[src/rtl/sram_port_arbiter.sv]
// Two-port arbiter in front of the single-port 1024x32 SRAM macro: fixed priority
// to port A, with a bounded number of consecutive A wins while B is waiting.
module sram_port_arbiter #(
  parameter int unsigned ADDR_W   = 10,
  parameter int unsigned DATA_W   = 32,
  parameter int unsigned MAX_HOLD = 8
) (
  input  logic              clk,
  input  logic              rst_n,
  input  logic              a_req,
  input  logic              a_we,
  input  logic [ADDR_W-1:0] a_addr,
  input  logic [DATA_W-1:0] a_wdata,
  input  logic [DATA_W-1:0] a_bm,
  output logic              a_gnt,
  output logic              a_rvalid,
  output logic [DATA_W-1:0] a_rdata,
  input  logic              b_req,
  input  logic              b_we,
  input  logic [ADDR_W-1:0] b_addr,
  input  logic [DATA_W-1:0] b_wdata,
  input  logic [DATA_W-1:0] b_bm,
  output logic              b_gnt,
  output logic              b_rvalid,
  output logic [DATA_W-1:0] b_rdata,
  output logic [ADDR_W-1:0] sram_addr,
  output logic [DATA_W-1:0] sram_din,
  output logic [DATA_W-1:0] sram_bm,
  output logic              sram_men,
  output logic              sram_wen,
  output logic              sram_ren,
  input  logic [DATA_W-1:0] sram_dout,
  output logic              starve_evt
);

  typedef enum logic [1:0] {
    OWN_NONE = 2'd0,
    OWN_A    = 2'd1,
    OWN_B    = 2'd2
  } owner_t;

  owner_t            r_rd_owner;
  logic [7:0]        r_hold_cnt;
  logic [DATA_W-1:0] r_a_rdata;
  logic [DATA_W-1:0] r_b_rdata;

  logic w_hold_full;
  logic w_a_gnt;
  logic w_b_gnt;
  logic w_starve;

  assign w_hold_full = (r_hold_cnt == 8'(MAX_HOLD));

  // Grants are gated by rst_n so nothing reaches the macro while in reset.
  always_comb begin
    w_starve = rst_n & a_req & b_req & w_hold_full;
    w_a_gnt  = rst_n & a_req & ~w_starve;
    w_b_gnt  = rst_n & b_req & (~a_req | w_starve);
  end

  always_comb begin
    sram_addr = '0;
    sram_din  = '0;
    sram_bm   = '0;
    sram_men  = 1'b0;
    sram_wen  = 1'b0;
    sram_ren  = 1'b0;
    if (w_a_gnt) begin
      sram_addr = a_addr;
      sram_din  = a_wdata;
      sram_bm   = a_bm;
      sram_men  = 1'b1;
      sram_wen  = a_we;
      sram_ren  = ~a_we;
    end else if (w_b_gnt) begin
      sram_addr = b_addr;
      sram_din  = b_wdata;
      sram_bm   = b_bm;
      sram_men  = 1'b1;
      sram_wen  = b_we;
      sram_ren  = ~b_we;
    end
  end

  always_ff @(posedge clk) begin
    if (!rst_n) begin
      r_hold_cnt <= '0;
      r_rd_owner <= OWN_NONE;
      r_a_rdata  <= '0;
      r_b_rdata  <= '0;
    end else begin
      if (!b_req || w_b_gnt) begin
        r_hold_cnt <= '0;
      end else if (w_a_gnt && !w_hold_full) begin
        r_hold_cnt <= r_hold_cnt + 8'd1;
      end

      if (w_a_gnt && !a_we) begin
        r_rd_owner <= OWN_A;
      end else if (w_b_gnt && !b_we) begin
        r_rd_owner <= OWN_B;
      end else begin
        r_rd_owner <= OWN_NONE;
      end

      // Capture the delivered word so rdata stays stable between reads.
      if (r_rd_owner == OWN_A) r_a_rdata <= sram_dout;
      if (r_rd_owner == OWN_B) r_b_rdata <= sram_dout;
    end
  end

  assign a_gnt      = w_a_gnt;
  assign b_gnt      = w_b_gnt;
  assign starve_evt = w_starve;
  assign a_rvalid   = (r_rd_owner == OWN_A);
  assign b_rvalid   = (r_rd_owner == OWN_B);
  assign a_rdata    = a_rvalid ? sram_dout : r_a_rdata;
  assign b_rdata    = b_rvalid ? sram_dout : r_b_rdata;

endmodule

[config.mk]
export PLATFORM = sky130hd
export DESIGN_NAME = sram_port_arbiter
export DESIGN_NICKNAME = d
export VERILOG_FILES = /design/src/rtl/sram_port_arbiter.sv
export SDC_FILE = /design/constraint.sdc
export NUM_CORES = 1
export LEC_CHECK = 0
export ABC_CLOCK_PERIOD_IN_PS = 2450
export BUFFER_PORTS_ARGS = -buffer_cell sky130_fd_sc_hd__buf_2
export CORE_AREA = 4 4 128 130
export CTS_BUF_LIST = sky130_fd_sc_hd__clkbuf_4
export CTS_CLUSTER_DIAMETER = 50
export CTS_CLUSTER_SIZE = 25
export DETAILED_ROUTE_END_ITERATION = 16
export DIE_AREA = 0 0 132 134
export HOLD_SLACK_MARGIN = 0.02
export SLEW_MARGIN = 20
export SYNTH_ARGS = -nofsm -noshare
export SYNTH_HDL_FRONTEND = slang
export SYNTH_SLANG_ARGS = --single-unit
[constraint.sdc]
create_clock -name clk -period 2.45 [get_ports clk]
set_input_delay 0.49 -clock clk [delete_from_list [all_inputs] [get_ports clk]]
set_output_delay 0.49 -clock clk [all_outputs]
set_load 0.005 [all_outputs]
## Yosys cells after proc, flatten, opt, wreduce, memory -nomap -nowiden

Index checks and enable logic that the tools add are counted.
Widths: inputs -> output; s select.

| storage, ports and cells | value |
|---|---|
| logic and storage cells | 47 |
| latch bits | 0 |
| bits in read-only memories | 0 |
| output and inout bits | 146 |
| register bits | 74 |
| memories kept | 0 |
| bits of input ports | 186 |
| memory bits (writable) | 0 |

| cells by class | value |
|---|---|
| $lt $le $gt $ge | 0 |
| multiply operators | 0 |
| shift-type cells | 0 |
| add/subtract/negate cells | 1 |
| div/mod/pow operators | 0 |
| reduce and logical (&&, ||, !) cells | 10 |
| bitwise operators | 12 |
| multiplexer cells | 16 |
| equality and inequality tests | 3 |

Operators with widths:

| kind | number |
|---|---|
| $mux 32 | 6 |
| $mux 10 | 2 |
| $add 8x1->8 const B | 1 |
| $eq 8x4->1 const B | 1 |
| $mux 1 | 7 |
| $and 1x1->1 | 6 |
| $not 1->1 | 5 |
| $logic_not 1->1 | 4 |
| $reduce_or 2->1 | 2 |
| $logic_and 1x1->1 | 3 |
| $eq 2x1->1 const B | 1 |
| $eq 2x2->1 const B | 1 |
| $mux 2 | 1 |
| $logic_or 1x1->1 | 1 |
| $or 1x1->1 | 1 |

## Depth between registers and ports, before layout

| depth | value |
|---|---|
| depth after elaboration | 8 |
| gate-level depth with buffers | 9 |
| gate-level depth less buffers | 6 |

## Worst setup path before layout

No wires, ideal clock.

| timing | value |
|---|---|
| kind | register to output |
| from | register r_hold_cnt[0] |
| to | output sram_addr[0] |
| data arrival time | 1.776 ns |
| slack | 0.184 ns |
| cell stages (with the launch flop) | 10 |
| required time | 1.960 ns |
| path buffers | 3 |
| cells stage by stage | dfxtp_1 inv_1 ha_1 or4b_1 buf_2 o21ai_2 inv_2 buf_6 buf_6 a32o_1 |

| on the way | value |
|---|---|
| cells in the longest elaborated chain, start to end | 6 |
| elaborated cells between the ends (all ways) | 8 |
| those cells by class | 1 x eq/ne; 2 x mux; 5 x bitwise |

Ends and longest elaborated chain:

| element | RTL line | text |
|---|---|---|
| from (decl) | 43 | `logic [7:0] r_hold_cnt;` |
| from (signal assigned) | 95 | `r_hold_cnt <= r_hold_cnt + 8'd1;` |
| $eq 8x4->1 (*) | 52 | `assign w_hold_full = (r_hold_cnt == 8'(MAX_HOLD));` |
| $and 1x1->1 (*) | 56 | `w_starve = rst_n & a_req & b_req & w_hold_full;` |
| $or 1x1->1 | 58 | `w_b_gnt = rst_n & b_req & (~a_req \| w_starve);` |
| $and 1x1->1 | 58 |  |
| $mux 10 | 75 | `end else if (w_b_gnt) begin` |
| $mux 10 (*) | 68 | `if (w_a_gnt) begin` |
| to (decl) | 26 | `output logic [ADDR_W-1:0] sram_addr,` |

Every way passes the cells marked *; elsewhere a longest branch is shown, timed or not.

## Worst setup path after layout

| timing | value |
|---|---|
| from | register r_hold_cnt[1] |
| to | output sram_bm[10] |

| on the way | value |
|---|---|
| cells in the longest elaborated chain, start to end | 6 |
| elaborated cells between the ends (all ways) | 8 |
| those cells by class | 1 x eq/ne; 2 x mux; 5 x bitwise |

Ends and longest elaborated chain:

| element | RTL line | text |
|---|---|---|
| $eq 8x4->1 (*) | 52 |  |
| $and 1x1->1 (*) | 56 |  |
| $or 1x1->1 | 58 |  |
| $and 1x1->1 | 58 |  |
| $mux 32 | 75 |  |
| $mux 32 (*) | 68 |  |
| to (decl) | 28 | `output logic [DATA_W-1:0] sram_bm,` |

Marks and branches as above.

==> impl_metrics.env <==
export IMPL_multiInputGateArea_sq_um=2240
export IMPL_fp_dieH_um=134
export IMPL_syn_inst=373
export IMPL_insertion_delay_ps=430
export IMPL_crit_arrival_ps=2340
export IMPL_syn_avg_cell_area_sq_um=10.4
export IMPL_die_w_um=132
export IMPL_cp_slowest_cell="or4b_4"
export IMPL_dp_hpwl_um=14600
export IMPL_cpPeakStageDelay_ps=490
export IMPL_finalWorstSetupSlack_ps=-381
export IMPL_r2r_end="r_hold_cnt[7]"
export IMPL_netlist_area_sq_um=3890
export IMPL_drv_cap=0
export IMPL_final_max_slew_viol_count=0
export IMPL_grt_max_degree=58
export IMPL_initial_core_util_pct=25.7
export IMPL_num_fill_cells=1536
export IMPL_yosysWarnings=0
export IMPL_gp_congestion=0.930
export IMPL_cts_hold_buf=0
export IMPL_std_cell_rows=45
export IMPL_hold_class="input port to register"
export IMPL_holdWs_ps=298
export IMPL_antenna_found_initial=7
export IMPL_stdcell_count=903
export IMPL_synthDistinctLibCells=33
export IMPL_reg2reg_depth=9
export IMPL_grt_first_pass_wirelength_um=26500
export IMPL_numPortBuffers=331
export IMPL_timing_rr_start="r_hold_cnt[1]"
export IMPL_antenna_left=0
export IMPL_ys_seq_area_share_pct=38.1
export IMPL_clkTransAtPathRegs_ps=130
export IMPL_coreArea_sq_um=15100
export IMPL_dpl_worst_slack_ps=-78.5
export IMPL_hold_viol_final=0
export IMPL_layout_drive_gt1_share_pct=67.0
export IMPL_ys_ff_latch=74
export IMPL_worstSetupPathType="register to output pin"
export IMPL_timing_final_crit_share_pct=116
export IMPL_root_buffer="clkbuf_4"
export IMPL_violations="setup timing"
export IMPL_hold_start="a_we"
export IMPL_finalSetupViolCount=79
export IMPL_cp_end_kind="output pin"
export IMPL_htreeDepth=3
export IMPL_powerDensity_nw_per_um2=426
export IMPL_worst_pin_slew_ps=435
export IMPL_leakagePower_uw=0.00332
export IMPL_rsz0062_at_grt="yes"
export IMPL_cts_made_buffers=9
export IMPL_avgViaCountPerCell=4.98
export IMPL_min_period_ps=2830
export IMPL_worst_setup_path_start_kind="register"
export IMPL_cp_max_fo=31
export IMPL_dieArea_sq_um=17700
export IMPL_clk_path_buf_depth=2
export IMPL_fin_skew_ps=23.8
export IMPL_track_usage_pct=19.5
export IMPL_syn_to_final_growth_pct=62.4
export IMPL_required_ps=1960
export IMPL_drc=0
export IMPL_status="finished, violations left"
export IMPL_grt_ovfl_total=0
export IMPL_cts_sinks=74
export IMPL_syn_nets=561
export IMPL_final_nets=899
export IMPL_fin_tns_setup_ps=-24930
export IMPL_grt_pass1_vias=4187
export IMPL_cp_cell_sequence="inv_2, ha_4, or4b_4, o21ai_2, inv_4, buf_12, a32o_2, buf_4"
export IMPL_dr_pass1_iters=5
export IMPL_fmax_ghz=0.353
export IMPL_cts_tree="built"
export IMPL_routedWlPerCell_um=20.6
export IMPL_vdd_drop_max_uv=194
export IMPL_seqCellArea_sq_um=1480
export IMPL_drt_total_wl_um=18600
export IMPL_fin_util_pct=41.7
export IMPL_vias=4496
export IMPL_diodes=0
export IMPL_rrSetupSlack_ps=590
export IMPL_dp_cells=873
export IMPL_io_pins=332
export IMPL_hold_depth=2
export IMPL_slew_headroom_pct=71.0
export IMPL_drt_iter0_markers=257
export IMPL_min_to="r_rd_owner[0]"
cells in the mapped netlist:
master / instances / area share, %
o21ai_2: 1 / 0.23
nand4_1: 1 / 0.16
or4_1: 1 / 0.19
dfxtp_1: 74 / 38
nand2_1: 3 / 0.29
a32o_1: 74 / 19
or4b_1: 1 / 0.26
and2_1: 67 / 11
o31ai_1: 1 / 0.19
nor2b_1: 1 / 0.16
xor2_1: 1 / 0.23
nor3_1: 1 / 0.13
or3b_2: 1 / 0.23
a21oi_1: 5 / 0.64
mux2_2: 64 / 19
o21ai_0: 5 / 0.64
nand4bb_1: 1 / 0.29
inv_2: 1 / 0.096
clkbuf_1: 27 / 2.6
ha_1: 2 / 0.64
o21ai_1: 1 / 0.13
o21bai_1: 1 / 0.19
buf_2: 3 / 0.39
buf_4: 6 / 1.2
buf_6: 5 / 1.4
or3_1: 4 / 0.64
nand2b_1: 2 / 0.32
nand3_1: 5 / 0.64
o22ai_1: 1 / 0.16
inv_1: 5 / 0.48
o21a_1: 2 / 0.39
o211ai_1: 1 / 0.19
nor2_1: 5 / 0.48
flip-flops by register name, indices dropped and copies added (netlist names):
| register | cells |
|---|---|
| r_a_rdata | 32 |
| r_hold_cnt | 8 |
| r_rd_owner | 2 |
| r_b_rdata | 32 |
worst max-delay path, delay by kind of cell (launching register included):
family          cells  cell delay [ps]
flops               1              340
compound gates      2              460
buf+inv             4              490
fa+ha+maj           1              110
simple gates        1              490
final cells by class:
type / instances / area share, %
clock buffer: 10 / 1.19
sequential: 74 / 23.5
inverter: 6 / 0.396
clock inverter: 5 / 0.891
multi-input combinational: 252 / 35.4
tap: 188 / 3.72
timing repair buffer: 368 / 34.9
cells in the final DEF (no fill, tap or decap), types with 2 or more instances in the layout:
cell,instances
a21oi_1,5
a32o_1,57
a32o_2,17
and2_1,66
buf_12,10
buf_2,318
buf_4,22
buf_6,15
clkbuf_16,2
clkbuf_4,10
clkinv_2,2
dfxtp_1,72
dfxtp_2,2
inv_1,3
inv_2,2
mux2_2,64
nand2_1,3
nand3_1,5
nor2_1,5
o21a_1,2
o21ai_0,4
o21ai_2,2
or3_1,4
power by group:
group | internal (uW) | leakage, uW | switching (uW)
clock | 315 | 0.0000722 | 420
combinational | 389 | 0.00264 | 328
sequential | 1230 | 0.000601 | 6.58
total | 1940 | 0.00332 | 755
per-layer routing:
| layer | up-vias | part of all wire, % | global-route usage (%) |
|---|---|---|---|
| met2 | 242 | 47 | 32.3 |
| met5 | - | 0.44 | 0 |
| met4 | 12 | 1.4 | 4.84 |
| li1 | 2100 | - | - |
| met1 | 2109 | 42 | 24.5 |
| met3 | 33 | 9.2 | 6.38 |
worst max-delay path by stage:
stage                     cells past startpoint           end          start  slack (ps)
final                                         8   sram_bm[10]  r_hold_cnt[1]        -380
after global routing                          8   sram_bm[10]  r_hold_cnt[1]        -480
after CTS                                     9    sram_bm[6]  r_hold_cnt[0]        -410
after detailed placement                      8  sram_addr[5]  r_hold_cnt[0]         -80
after global placement                        8  sram_addr[3]  r_hold_cnt[0]         -60
after floorplan                               9  sram_addr[0]  r_hold_cnt[0]         180
stage by stage:
stage               area [sq um]  total power (uW)
floorplan                   3890              1530
global placement            5840              1910
detailed placement          5840              1910
CTS                         6220              2720
global route                6320              2830
finish                      6320              2690
what timing repair did:
item | CTS | global route
endpoints found under the setup margin | 79 | 79
resized for setup | 40 | 17
cloned | 3 | 4
setup buffers | 7 | 3
pin swaps | 7 | 26
logic make-up (layout without fill, tap and decap cells):
group	Yosys count	count (layout)	share of synthesized area, %
AOI/OAI and AO/OA	92	92	21.8
xor gates and xnor gates	1	1	0.225
adders and majority gates	2	2	0.643
buffers and inverters	47	389	6.17
DFF	74	74	38.1
muxes	64	64	18.5
and+or+nand+nor	93	93	14.6
(Power assumes the default switching activity.)
